### src/rtl/ultra_sonic_multi_pkg.sv
// rtl/ultra_sonic_multi_pkg.sv - shared types and default timing constants for the ultrasonic ranger
package ultra_sonic_pkg;

    typedef enum logic [2:0] {
        S_IDLE,
        S_TRIGGER,
        S_WAIT_ECHO,
        S_ON_ECHO,
        S_REPORT,
        S_STALL
    } us_state_e;

    // Defaults for a 50 MHz clock
    localparam int DEF_TRIGGER_CYCLES = 500;        // 10 us trigger pulse
    localparam int DEF_TIMEOUT_CYCLES = 1_900_000;  // 38 ms echo window
    localparam int DEF_STALL_CYCLES   = 3_000_000;  // 60 ms between shots
    localparam int CM_DIVISOR         = 2915;       // echo cycles per centimetre

endpackage

### src/rtl/ultra_sonic_multi_if.sv
// rtl/ultra_sonic_multi_if.sv - result stream towards the memory-map/FIFO layer
interface ultra_sonic_multi_if #(
    parameter int CH_W        = 2,
    parameter int COUNT_WIDTH = 24
);
    logic                   out_valid;
    logic                   out_ready;
    logic [CH_W-1:0]        out_chan;
    logic [COUNT_WIDTH-1:0] out_count;
    logic                   out_timeout;

    modport master (output out_valid, output out_chan, output out_count, output out_timeout,
                    input  out_ready);
    modport slave  (input  out_valid, input  out_chan, input  out_count, input  out_timeout,
                    output out_ready);
endinterface

### src/rtl/us_echo_sync.sv
// rtl/us_echo_sync.sv - per-bit two-flop synchroniser for the asynchronous echo inputs
module us_echo_sync #(
    parameter int WIDTH = 4
) (
    input  logic             clk,
    input  logic             reset,
    input  logic [WIDTH-1:0] async_i,
    output logic [WIDTH-1:0] sync_o
);
    logic [WIDTH-1:0] meta_q;
    logic [WIDTH-1:0] sync_q;

    // two flops per bit; only the second stage is used downstream
    always_ff @(posedge clk) begin
        if (reset) begin
            meta_q <= '0;
            sync_q <= '0;
        end else begin
            meta_q <= async_i;
            sync_q <= meta_q;
        end
    end

    assign sync_o = sync_q;
endmodule

### src/rtl/ultra_sonic_multi.sv
// rtl/ultra_sonic_multi.sv - round-robin multi-channel HC-SR04 style ranger with result stream
module ultra_sonic_multi
    import ultra_sonic_pkg::*;
#(
    parameter int NUM_CH         = 4,
    parameter int COUNT_WIDTH    = 24,
    parameter int TRIGGER_CYCLES = DEF_TRIGGER_CYCLES,
    parameter int TIMEOUT_CYCLES = DEF_TIMEOUT_CYCLES,
    parameter int STALL_CYCLES   = DEF_STALL_CYCLES,
    localparam int CH_W          = (NUM_CH > 1) ? $clog2(NUM_CH) : 1
) (
    input  logic                clk,
    input  logic                reset,
    input  logic                run,
    input  logic [NUM_CH-1:0]   chan_enable,
    input  logic [NUM_CH-1:0]   echo,
    output logic [NUM_CH-1:0]   trigger,
    output logic                busy,
    ultra_sonic_multi_if.master out_if
);
    localparam int TRG_W = $clog2(TRIGGER_CYCLES + 1);
    localparam int TMO_W = $clog2(TIMEOUT_CYCLES + 1);
    localparam int STL_W = $clog2(STALL_CYCLES + 1);
    localparam logic [TRG_W-1:0] TRG_LAST = TRG_W'(TRIGGER_CYCLES - 1);
    localparam logic [TMO_W-1:0] TMO_LAST = TMO_W'(TIMEOUT_CYCLES - 1);
    localparam logic [STL_W-1:0] STL_LAST = STL_W'(STALL_CYCLES - 1);

    us_state_e              state_q, state_d;
    logic [CH_W-1:0]        cur_chan_q, cur_chan_d;
    logic [TRG_W-1:0]       trig_cnt_q, trig_cnt_d;
    logic [TMO_W-1:0]       tmo_cnt_q, tmo_cnt_d;
    logic [STL_W-1:0]       stall_cnt_q, stall_cnt_d;
    logic [COUNT_WIDTH-1:0] echo_cnt_q, echo_cnt_d, echo_inc;
    logic [CH_W-1:0]        res_chan_q, res_chan_d;
    logic [COUNT_WIDTH-1:0] res_count_q, res_count_d;
    logic                   res_timeout_q, res_timeout_d;
    logic [NUM_CH-1:0]      trigger_q;
    logic                   out_valid_q;
    logic                   echo_prev_q;
    logic [NUM_CH-1:0]      sync_echo;
    logic                   echo_cur;
    logic [CH_W-1:0]        sel_here, sel_next;
    int                     best_here, best_next;

    us_echo_sync #(.WIDTH(NUM_CH)) u_sync (
        .clk     (clk),
        .reset   (reset),
        .async_i (echo),
        .sync_o  (sync_echo)
    );

    assign echo_cur = sync_echo[cur_chan_q];
    // the count pins at all-ones instead of wrapping
    assign echo_inc = (&echo_cnt_q) ? echo_cnt_q : echo_cnt_q + COUNT_WIDTH'(1);

    // nearest enabled channel at-or-after cur_chan (sel_here) and strictly after it (sel_next), wrapping
    always_comb begin
        best_here = NUM_CH;
        best_next = NUM_CH;
        sel_here  = cur_chan_q;
        sel_next  = cur_chan_q;
        for (int i = 0; i < NUM_CH; i++) begin
            if (chan_enable[i] && ((i - int'(cur_chan_q) + NUM_CH) % NUM_CH) < best_here) begin
                best_here = (i - int'(cur_chan_q) + NUM_CH) % NUM_CH;
                sel_here  = CH_W'(i);
            end
            if (chan_enable[i] && ((i - int'(cur_chan_q) + NUM_CH - 1) % NUM_CH) < best_next) begin
                best_next = (i - int'(cur_chan_q) + NUM_CH - 1) % NUM_CH;
                sel_next  = CH_W'(i);
            end
        end
    end

    // measurement sequencer: next state, counters and result capture
    always_comb begin
        state_d       = state_q;
        cur_chan_d    = cur_chan_q;
        trig_cnt_d    = trig_cnt_q;
        tmo_cnt_d     = tmo_cnt_q;
        stall_cnt_d   = stall_cnt_q;
        echo_cnt_d    = echo_cnt_q;
        res_chan_d    = res_chan_q;
        res_count_d   = res_count_q;
        res_timeout_d = res_timeout_q;
        unique case (state_q)
            S_IDLE: begin
                if (run && |chan_enable) begin
                    cur_chan_d = sel_here;
                    trig_cnt_d = '0;
                    state_d    = S_TRIGGER;
                end
            end
            S_TRIGGER: begin
                if (trig_cnt_q == TRG_LAST) begin
                    tmo_cnt_d  = '0;
                    echo_cnt_d = '0;
                    state_d    = S_WAIT_ECHO;
                end else begin
                    trig_cnt_d = trig_cnt_q + TRG_W'(1);
                end
            end
            S_WAIT_ECHO: begin
                tmo_cnt_d = tmo_cnt_q + TMO_W'(1);
                // only a fresh 0->1 transition counts; an echo stuck high from before is ignored
                if (echo_cur && !echo_prev_q) begin
                    echo_cnt_d = COUNT_WIDTH'(1);
                    state_d    = S_ON_ECHO;
                end
                if (tmo_cnt_q == TMO_LAST) begin
                    res_chan_d    = cur_chan_q;
                    res_count_d   = echo_cnt_d;
                    res_timeout_d = 1'b1;
                    state_d       = S_REPORT;
                end
            end
            S_ON_ECHO: begin
                tmo_cnt_d = tmo_cnt_q + TMO_W'(1);
                if (!echo_cur) begin
                    // echo fall takes priority over a coincident timeout
                    res_chan_d    = cur_chan_q;
                    res_count_d   = echo_cnt_q;
                    res_timeout_d = 1'b0;
                    state_d       = S_REPORT;
                end else begin
                    echo_cnt_d = echo_inc;
                    if (tmo_cnt_q == TMO_LAST) begin
                        res_chan_d    = cur_chan_q;
                        res_count_d   = echo_inc;
                        res_timeout_d = 1'b1;
                        state_d       = S_REPORT;
                    end
                end
            end
            S_REPORT: begin
                if (out_if.out_ready) begin
                    stall_cnt_d = '0;
                    state_d     = S_STALL;
                end
            end
            S_STALL: begin
                if (stall_cnt_q == STL_LAST) begin
                    cur_chan_d = sel_next;
                    trig_cnt_d = '0;
                    state_d    = (run && |chan_enable) ? S_TRIGGER : S_IDLE;
                end else begin
                    stall_cnt_d = stall_cnt_q + STL_W'(1);
                end
            end
            default: state_d = S_IDLE;
        endcase
    end

    // state and output registers; trigger and out_valid come straight from flops
    always_ff @(posedge clk) begin
        if (reset) begin
            state_q       <= S_IDLE;
            cur_chan_q    <= '0;
            trig_cnt_q    <= '0;
            tmo_cnt_q     <= '0;
            stall_cnt_q   <= '0;
            echo_cnt_q    <= '0;
            res_chan_q    <= '0;
            res_count_q   <= '0;
            res_timeout_q <= 1'b0;
            trigger_q     <= '0;
            out_valid_q   <= 1'b0;
            echo_prev_q   <= 1'b0;
        end else begin
            state_q       <= state_d;
            cur_chan_q    <= cur_chan_d;
            trig_cnt_q    <= trig_cnt_d;
            tmo_cnt_q     <= tmo_cnt_d;
            stall_cnt_q   <= stall_cnt_d;
            echo_cnt_q    <= echo_cnt_d;
            res_chan_q    <= res_chan_d;
            res_count_q   <= res_count_d;
            res_timeout_q <= res_timeout_d;
            trigger_q     <= (state_d == S_TRIGGER) ? (NUM_CH'(1) << cur_chan_d) : '0;
            out_valid_q   <= (state_d == S_REPORT);
            echo_prev_q   <= echo_cur;
        end
    end

    assign trigger            = trigger_q;
    assign busy               = (state_q != S_IDLE);
    assign out_if.out_valid   = out_valid_q;
    assign out_if.out_chan    = res_chan_q;
    assign out_if.out_count   = res_count_q;
    assign out_if.out_timeout = res_timeout_q;
endmodule

### src/flat_wrapper.sv
// flat-port wrapper written by rule: the top's interface ports become plain ports
module ultra_sonic_multi_flat import ultra_sonic_pkg::*;
#(
    parameter int NUM_CH         = 4,
    parameter int COUNT_WIDTH    = 24,
    parameter int TRIGGER_CYCLES = DEF_TRIGGER_CYCLES,
    parameter int TIMEOUT_CYCLES = DEF_TIMEOUT_CYCLES,
    parameter int STALL_CYCLES   = DEF_STALL_CYCLES,
    localparam int CH_W          = (NUM_CH > 1) ? $clog2(NUM_CH) : 1
)
  (clk, reset, run, chan_enable, echo, trigger, busy, out_if_out_valid, out_if_out_chan, out_if_out_count, out_if_out_timeout, out_if_out_ready);
  ultra_sonic_multi_if #(.CH_W((2)), .COUNT_WIDTH(COUNT_WIDTH)) out_if_i ();
  input  logic clk;
  input  logic reset;
  input  logic run;
  input  logic [NUM_CH-1:0] chan_enable;
  input  logic [NUM_CH-1:0] echo;
  output logic [NUM_CH-1:0] trigger;
  output logic busy;
  output wire logic [$bits(out_if_i.out_valid)-1:0] out_if_out_valid;
  output wire logic [$bits(out_if_i.out_chan)-1:0] out_if_out_chan;
  output wire logic [$bits(out_if_i.out_count)-1:0] out_if_out_count;
  output wire logic [$bits(out_if_i.out_timeout)-1:0] out_if_out_timeout;
  input wire logic [$bits(out_if_i.out_ready)-1:0] out_if_out_ready;
  assign out_if_out_valid = out_if_i.out_valid;
  assign out_if_out_chan = out_if_i.out_chan;
  assign out_if_out_count = out_if_i.out_count;
  assign out_if_out_timeout = out_if_i.out_timeout;
  assign out_if_i.out_ready = out_if_out_ready;
  ultra_sonic_multi #(.NUM_CH(NUM_CH), .COUNT_WIDTH(COUNT_WIDTH), .TRIGGER_CYCLES(TRIGGER_CYCLES), .TIMEOUT_CYCLES(TIMEOUT_CYCLES), .STALL_CYCLES(STALL_CYCLES)) u_core (.clk(clk), .reset(reset), .run(run), .chan_enable(chan_enable), .echo(echo), .trigger(trigger), .busy(busy), .out_if(out_if_i));
endmodule
### config.mk
export PLATFORM = sky130hd
export DESIGN_NAME = ultra_sonic_multi_flat
export DESIGN_NICKNAME = d
export VERILOG_FILES = /design/src/rtl/ultra_sonic_multi_pkg.sv /design/src/rtl/ultra_sonic_multi_if.sv /design/src/rtl/us_echo_sync.sv /design/src/rtl/ultra_sonic_multi.sv /design/src/flat_wrapper.sv
export SDC_FILE = /design/constraint.sdc
export NUM_CORES = 1
export LEC_CHECK = 0
export ABC_AREA = 1
export CAP_MARGIN = 20
export CORE_MARGIN = 2
export CORE_UTILIZATION = 60
export CTS_CLUSTER_SIZE = 24
export DETAILED_ROUTE_END_ITERATION = 8
export GPL_ROUTABILITY_DRIVEN = 1
export PLACE_DENSITY_LB_ADDON = 0.08
export SYNTH_ARGS = -nofsm -noshare
export SYNTH_HDL_FRONTEND = slang
export SYNTH_HIERARCHICAL = 1
export SYNTH_SLANG_ARGS = --single-unit
### constraint.sdc
create_clock -name clk -period 5.3 [get_ports clk]
set_input_delay 0.53 -clock clk [delete_from_list [all_inputs] [get_ports clk]]
set_output_delay 0.53 -clock clk [all_outputs]
set_load 0.01 [all_outputs]
## After elaboration in Yosys (flattened, before gate mapping)

Index checks and enable logic that the tools add are counted.

- Add/subtract/negate cells: 16
- Multiplexer cells: 53
- Equality and inequality tests: 19
- Reductions and logical operators: 35
- Bitwise logic cells: 9
- Order comparisons: 9
- Shifts and indexed selects: 1

Operator list:

| cell | number |
|---|---|
| $lt 3x32->1 | 6 |
| $mux 32 | 6 |
| $mux 24 | 7 |
| $add 32x4->32 const B | 4 |
| $sub 32x2->32 const B | 4 |
| $pmux 24 s3 | 1 |
| $pmux 24 s2 | 1 |
| $mux 22 | 2 |
| $pmux 22 s2 | 1 |
| $pmux 21 s2 | 1 |
| $mux 9 | 3 |
| $pmux 9 s3 | 1 |
| $add 24x1->24 const B | 1 |
| $mux 2 | 12 |
| $mux 3 | 8 |
| $reduce_and 24->1 | 1 |
| $add 22x1->22 const B | 1 |
| $eq 22x22->1 const B | 1 |
| $add 21x1->21 const B | 1 |
| $eq 21x21->1 const B | 1 |
| $mux 21 | 1 |
| $reduce_or 2->1 | 10 |
| $pmux 3 s6 | 1 |
| $logic_and 1x1->1 | 10 |
| 27 further kinds | 57 |

- Word-level logic and storage cells: 156
- Bits of input ports: 12
- Output and inout bits: 33
- Register bits after elaboration: 122

## Longest topological paths before layout

Gate-level depths: netlist of run 1.

- Word-level depth: 20
- Depth in mapped cells: 28
- Mapped depth without buffers: 28

## Cells and area by module

Netlist of run 1, hierarchy kept.

By module, submodules not included:

| module | area each (sq um) | cells an instance | seq. area each (sq um) | times used |
|---|---|---|---|---|
| ultra_sonic_multi | 6792.8 | 987 | 2282.2 | 1 |
| us_echo_sync | 231.5 | 25 | 160.2 | 1 |

## Worst setup path after synthesis of run 1

Ideal clock, no wire load.

- Path type: register -> register
- From: register u_core.cur_chan_q[1]
- To: register u_core.cur_chan_q[0]
- Library setup time: 0.128 ns
- Required time: 5.172 ns
- Period minus slack after synthesis: 3.005 ns
- Path buffers: 0
- Data arrival time: 2.878 ns
- Cell stages (with the launch flop): 27
- Path slack: 2.295 ns
- Path through: dfxtp_1 inv_1 ha_1 inv_1 nor2_1 nor2_1 nand2_1 nand3_1 ha_1 nand2_1 nand2_1 nand2_1 nand2_1 nand2_1 nand2_1 nand2_1 o21ai_0 ha_1 inv_1 a31oi_1 nand2_1 nand2_1 nand2_1 nand3_1 nand2_1 a21oi_2 nor2_1

- Cells in the longest elaborated chain, start to end: 19
- Elaborated cells on any way between the ends: 61
- Those cells by class: add/sub (12); order compare (8); mux (17); bitwise (8); reduce/logical (16)

Ends and longest elaborated chain:

| element | line | text |
|---|---|---|
| start, declared | ultra_sonic_multi.sv:29 | `logic [CH_W-1:0] cur_chan_q, cur_chan_d;` |
| start signal, assigned | ultra_sonic_multi.sv:170 | `cur_chan_q <= cur_chan_d;` |
| $sub 1x2->3 | n/a |  |
| $add 32x4->32 | n/a |  |
| $sub 32x2->32 | ultra_sonic_multi.sv:67, ultra_sonic_multi.sv:68 |  |
| $reduce_or 2->1 (no source line) | n/a |  |
| $and 1x1->1 (no source line) | n/a |  |
| $lt 3x4->1 | ultra_sonic_multi.sv:67 | `if (chan_enable[i] && ((i - int'(cur_chan_q) + NUM_CH - 1) % NUM_CH) < best_next) begin` |
| $logic_and 1x1->1 | ultra_sonic_multi.sv:67 |  |
| $mux 32 | ultra_sonic_multi.sv:67 |  |
| [... 3 more ...] | n/a |  |
| $lt 3x32->1 | ultra_sonic_multi.sv:67 |  |
| $logic_and 1x1->1 | ultra_sonic_multi.sv:67 |  |
| $mux 32 | ultra_sonic_multi.sv:67 |  |
| $lt 3x32->1 | ultra_sonic_multi.sv:67 |  |
| $logic_and 1x1->1 | ultra_sonic_multi.sv:67 |  |
| $mux 2 | ultra_sonic_multi.sv:67 |  |
| $mux 2 | ultra_sonic_multi.sv:141 | `if (stall_cnt_q == STL_LAST) begin` |
| $pmux 2 s2 (*) | ultra_sonic_multi.sv:85 | `unique case (state_q)` |

Every way passes the cells marked *; elsewhere a longest branch is shown, timed or not.
A chain may end at the register's enable or synchronous reset.

## Worst setup path in the final report of run 1

Same ends and word-level chain as after synthesis.

==> results.md, run 1 <==
* Post-synth EDFFs at 0
* Minimum clock period at around 3.6 ns
* Clock root cell: clkbuf_16
* H-tree Lvls at 4
* Fmax at between 200 and 300 MHz
* Largest net degree at the start of global routing at 44
* Arrival @ worst endpoint at between 3 and 4 ns
* FP Rows at 39
* Final hold viol count at 0
* Register area share after synthesis at a little over a third
* CTS Hold Bufs at 0
* Crit path max-delay family: simple AND/OR/NAND/NOR gates
* Chip width at ~110 um
* Worst hold slack at 0.404 ns
* Syn avg cell area at approximately 7 sq um
* Leakage at 0.00309 uW
* Seq cells post-synth at 122
* CP most frequent cell: nand2_1
* Synth warn at 6
* Final WL at between 15,000 and 20,000 um
* Initial core utilization at between 60% and 70%
* Clock sinks at ~120
* Die area at approximately 0.013 sq mm
* Unrepaired setup endpoints after global routing: false
* Hold Path Class: reg -> reg
* Num CTS Buffers at 17
* Outcome: completed
* Final HPWL DP at 11,900 um
* Worst-path maximum fanout at 9
* Period utilisation layout at about two thirds
* Tightest Pin Transition at between 0.8 and 0.9 ns
* Critical path start-end classification: reg -> reg
* # DRC at 0
* Max_slew headroom at roughly 42%
* TritonRoute pass-1 iters at 5
* Slowest cell delay on critical path at 0.40 ns
* Area delta synth->final at 14.6%
* Via count at between 6,000 and 7,000
* ANT cells at 0
* Final net count at 1,066
* Crit end category: flop
* WL/cell at 14.8 um
* Via/cell ratio at around 5.8
* Commonest register cell after synthesis: dfxtp_1
* Post-synth ARST share at 0%
* GRT Util Overall at between 20% and 30%
* IO Count at 45
* CP max stage cell: ha_1
* Setup TNS at 0 ns
* Commonest non-fill, non-tap cell in the layout: nand2_1
* Syn Inst Count at between 1,000 and 1,500
* CTS clk-pin slew, worst paths at 0.05 ns
* Die span in y at approximately 110 um
* CTS tree: done
* Initial antenna violation count at 0
* Post-cts sizing count at 0
* # port buffers at 44
* Core area at 0.0114 sq mm
* Number of max-cap violations at 0
* Peak supply drop at 291 uV
* Synth unique cells at between 50 and 60
* DRT iter0 DRCs at 650
* Final ANT Viol Nets at 0
* Slew Viols, Final at 0
* Post-synthesis cell area at about 0.007 sq mm
* Fraction of layout cells with a size suffix above 1 at about a tenth
* Final setup violation count at 0
* CTS max path bufs at 2
* Power per cell area at about 290 mW/mm^2
* Worst-skew pair later-pin latency at around 0.43 ns
* First-pass GRT wire length at between 30,000 and 40,000 um
* Post-CTS setup buffers at 0
* Grt total ovfl at 0
* Overall power at approximately 2300 uW
* WP buf/inv at 3
* CP Data Required Time at roughly 5.6 ns
* Clock Skew at around 0.0086 ns
* Vias in the first global route at 6,462
* Most frequent cells in the layout: nand2_1 (195), dfxtp_1 (122), a21oi_1 (105), inv_1 (96), nor2_1 (96)
* Startpoint Class: flop
* Final GP Congestion at 0.929
* Net Count, Synth at ~1,000
tightest hold or removal path: cells and delay by family (launching register included):
family / cells / cell delay (ns)
buf+inv: 1 / 0.04
flops: 1 / 0.29
simple gates: 1 / 0.03
cell usage after synthesis, drive strengths merged (3+ instances only):
| library cell | instances | area [sq um] |
|---|---|---|
| clkbuf | 11 | 42.5 |
| or2 | 5 | 31.3 |
| buf | 26 | 176 |
| xor2 | 25 | 219 |
| ha | 12 | 150 |
| and3 | 3 | 20.0 |
| nand3 | 55 | 300 |
| nand2 | 214 | 886 |
| xnor2 | 5 | 43.8 |
| nor2 | 109 | 482 |
| dfxtp | 122 | 2440 |
| nand4 | 19 | 125 |
| nor3 | 41 | 269 |
| o21ai | 80 | 412 |
| a21oi | 107 | 543 |
| o21a | 4 | 30.0 |
| nor4 | 8 | 56.3 |
| inv | 111 | 422 |
| a31oi | 28 | 175 |
| a211oi | 7 | 52.6 |
final timing paths:
| check | cells after the start | start | to | slack (ns) |
|---|---|---|---|---|
| setup / recovery | 26 | u_core/cur_chan_q[1] | u_core/cur_chan_q[0] | 1.70 |
| hold / removal | 2 | u_core/u_sync/meta_q[0] | u_core/u_sync/sync_o[0] | 0.40 |
| setup reg to reg | 26 | u_core/cur_chan_q[1] | u_core/cur_chan_q[0] | 1.70 |
| hold reg to reg | 2 | u_core/u_sync/meta_q[0] | u_core/u_sync/sync_o[0] | 0.40 |
routing by layer:
metal	GRT usage (%)	vias to the layer above	wire length (um)
met5	0	-	0
met4	11.7	0	434
li1	-	3463	-
met3	7.24	35	1150
met2	46.9	271	8020
met1	38.4	3126	8120
report_power, final:
group | internal [uW] | switching [uW] | total, uW
Sequential | 928 | 8.17 | 936
Combinational | 62.9 | 122 | 185
Clock | 770 | 415 | 1180
state kept, by name (all words and copies together), names as in the netlist:
signal,flops
u_core/echo_prev_q,1
u_core/trigger,4
u_core/out_if.out_count,24
u_core/out_if.out_valid,1
u_core/out_if.out_chan,2
u_core/cur_chan_q,2
u_core/stall_cnt_q,22
u_core/trig_cnt_q,9
u_core/u_sync/meta_q,4
u_core/state_q,3
u_core/u_sync/sync_o,4
u_core/echo_cnt_q,24
u_core/out_if.out_timeout,1
u_core/tmo_cnt_q,21
area by class of cell:
class,instances,area (sq um)
clock buffers,23,478
clock inverters,8,118
fillers,979,3370
inverters,112,427
multi-input cells,741,3940
flip-flops and latches,122,2440
well taps,143,179
repair buffers,48,470
kinds of logic after synthesis:
| kind of cell | after synthesis | synth area share [%] |
|---|---|---|
| compound gates | 240 | 18.8 |
| xor+xnor | 30 | 3.74 |
| fa+ha+maj | 12 | 2.14 |
| buf+inv | 149 | 9.19 |
| flops | 122 | 34.8 |
| other cells | 1 | 0.0534 |
| simple gates | 458 | 31.3 |
per-stage QoR:
stage	setup WS, ns	area, sq um	util [%]	std cells
3_5_place_dp	1.78	7450	65.3	1166
3_3_place_gp	1.85	7450	65.3	1166
2_1_floorplan	2.29	7020	-	1012
4_1_cts	1.78	8050	70.5	1197
6_report	1.70	8050	70.5	1197
5_1_grt	1.28	8050	70.5	1197
(Power assumes the default switching activity.)
==> run 2: changes to the inputs <==
CORE_UTILIZATION = 54   (was 60)
clock period = 3 ns   (was 5.3 ns; I/O delays follow)
==> run 2 against run 1 <==
  * Routed wire length is 1.4% higher
  * Register-to-register slack worse by 1.6 ns
  * Cell count is 4.5% higher
  * Hold slack worse by 0.0068 ns
  * Global-route usage is 3.7 points lower
  * Setup slack worse by 1.6 ns
  * Critical endpoint is now u_core/trigger[3]
  * Critical path type unchanged
==> results.md, run 2 (synthesis gave the netlist of run 1 again) <==
* Outcome: completed
* TritonRoute pass-1 iters at 5 (unchanged)
* Inst Count DP at 1,211 (+3.9%)
* Critical Path Source: u_core/cur_chan_q[1]
* Initial antenna violation count at 0 (unchanged)
* Num CTS Buffers at 17 (unchanged)
* Peak supply drop at 476 uV (+63%)
* Initial core utilization at 55.4% (-6.1 points)
* ANT cells at 0 (unchanged)
* GRT Util Overall at 25.7% (-3.7 points)
* Unrepaired setup endpoints after global routing: true
* Clock Skew at 0.00955 ns (+0.000975 ns)
* CTS max path bufs at 2 (unchanged)
* Period utilisation layout at 98.0% (+30 points)
* First-pass GRT wire length at 29,400 um (-3.1%)
* Minimum clock period at 2.94 ns (-0.658 ns)
* # port buffers at 44 (unchanged)
* Fraction of layout cells with a size suffix above 1 at 14.8% (+4.7 points)
* CP Depth at 22 (-15%)
* Worst Slack Setup Final at 0.0596 ns (-1.64 ns)
* Fmax at 340 MHz (+22%)
* IO Count at 45 (unchanged)
* Area delta synth->final at 19.8%
* Slowest cell delay on critical path at 0.33 ns (-0.07 ns)
* Hold Path Class: in -> reg
* Hold path depth at 4 (+2)
* # DRC at 0 (unchanged)
* Critical path start-end classification: reg -> reg
* Power per cell area at 509 mW/mm^2 (+78%)
* Tightest Pin Transition at 0.793 ns (-0.0698 ns)
* Worst-skew pair later-pin latency at 0.43 ns (about the same)
* CP Cell Sequence: inv_2 -> ha_4 -> buf_4 -> nand3_1 -> nand3_2 -> nand3_2 -> o21ai_2 -> inv_1 -> ha_1 -> nand3_2 -> nand3_2 -> nor2_2 -> a21oi_1 -> ha_1 -> o21a_1 -> nand2_1 -> nand3_2 -> nand2_1 -> a21oi_2 -> nand2_2 -> nand2_2 -> nor2_1
* Reg2reg setup slack at 0.06 ns (-1.64 ns)
* Slew Viols, Final at 0 (unchanged)
* Final ANT Viol Nets at 0 (unchanged)
* Reg-to-reg startpoint: u_core/cur_chan_q[1]
* Via/cell ratio at 5.50 (-4.6%)
* Commonest non-fill, non-tap cell in the layout: nand2_1
* Core area at 0.0127 sq mm (+11%)
* Clock sinks at 122 (unchanged)
* Die area at 0.0139 sq mm (+11%)
* Leakage at 0.00323 uW (+4.5%)
* Post-place setup slack at -0.138 ns (-1.92 ns)
* Largest net degree at the start of global routing at 43 (-2.3%)
* Clock root cell: clkbuf_16
* CP Data Required Time at 3.31 ns (-2.28 ns)
* CP max stage cell: dfxtp_2
* Final setup violation count at 0 (unchanged)
* Post-Layout Cell Count at 1,251 (+4.5%)
* CTS Hold Bufs at 0 (unchanged)
* Max_slew headroom at 47.1% (+4.7 points)
* Final net count at 1,091 (+2.3%)
* Die span in y at 118 um (+5.2%)
* Grt total ovfl at 0 (unchanged)
* H-tree Lvls at 4 (unchanged)
* Most frequent cells in the layout: nand2_1 (188), dfxtp_1 (120), a21oi_1 (105), inv_1 (94), nor2_1 (92)
* Worst hold slack at 0.397 ns (-0.00683 ns)
* DRT iter0 DRCs at 677 (+4.2%)
* Critical Path Sink: u_core/trigger[3]
* Chip width at 118 um (+5.2%)
* R2R depth at 22 (-15%)
* Filler instances at 1,137 (+16%)
* Vias in the first global route at 6,037 (-6.6%)
* Final hold viol count at 0 (unchanged)
* Finished Core Util at 66.4% (-4.1 points)
* Startpoint Class: flop
* CP most frequent cell: nand3_2
* Number of max-cap violations at 0 (unchanged)
* Crit path max-delay family: simple AND/OR/NAND/NOR gates
* CTS tree: done
* FP Rows at 41 (+5.1%)
* CTS clk-pin slew, worst paths at 0.06 ns (about the same)
* Arrival @ worst endpoint at 3.25 ns (-0.64 ns)
* Worst-path maximum fanout at 4 (-5)
* Final GP Congestion at 0.902 (-2.9%)
* Worst R2R End: u_core/trigger[3]
* WL/cell at 14.4 um (-3.0%)
* Crit end category: flop
* Final HPWL DP at 12,200 um (+2.6%)
* WP buf/inv at 3 (unchanged)
* Via count at 6,875 (-0.29%)
* Setup TNS at 0 ns (unchanged)
* Final WL at 18,000 um (+1.4%)
-- run 2: changes by cell type in the layout (fill, tap and decap cells not counted), moves of 4 or more --
cell     change
buf_4       +24
nand3_2      +6
nor2_1       -4
nand2_2      +7
nand2_1      -7
nand3_1      -6
-- run 2: tightest hold or removal path: stages --
cell and delay, ns:
buf_2 0.10, inv_1 0.19, nand2_1 0.15, inv_1 0.04
-- run 2: final cells by class --
class / count / area (sq um) / area share [%]
multi-input cells: 741 / 4040 / 48.0
repair buffers: 73 / 657 / 7.81
clock inverters: 11 / 169 / 2.01
flip-flops and latches: 122 / 2440 / 29.1
clock buffers: 20 / 457 / 5.43
well taps: 172 / 215 / 2.56
inverters: 112 / 432 / 5.13
-- run 2: worst min-delay path by stage --
stage,slack (ns),to,start
after floorplan,0.39,u_core/u_sync/sync_o[0],u_core/u_sync/meta_q[0]
after global placement,0.40,u_core/u_sync/sync_o[0],u_core/u_sync/meta_q[0]
after detailed placement,0.40,u_core/u_sync/sync_o[3],u_core/u_sync/meta_q[3]
after CTS,0.39,u_core/u_sync/meta_q[2],echo[2]
after global routing,0.42,u_core/u_sync/meta_q[1],echo[1]
final,0.40,u_core/state_q[0],reset
-- run 2: per-layer routing --
metal  part of all wire (%)  GRT usage [%]
met1                     49           36.4
met2                     43           37.6
met3                    6.3           5.72
met4                    2.1           10.1
met5                      0              0
-- run 2: repair_timing --
action | CTS | global route
setup buffers | 3 | 6
setup endpoints to repair | 4 | 6
resized for setup | 2 | 31
pin swaps | 4 | 15
-- run 2: report_power, final --
group	internal (uW)	total, uW	switching, uW
logic	187	451	265
registers	1640	1650	11.1
clock network	1430	2180	754
-- run 2: per-stage QoR --
step	total power [uW]	cell area [sq um]
2_1_floorplan	1930	7040
3_3_place_gp	2040	7620
3_5_place_dp	2040	7620
4_1_cts	4220	8270
5_1_grt	4440	8410
6_report	4280	8410
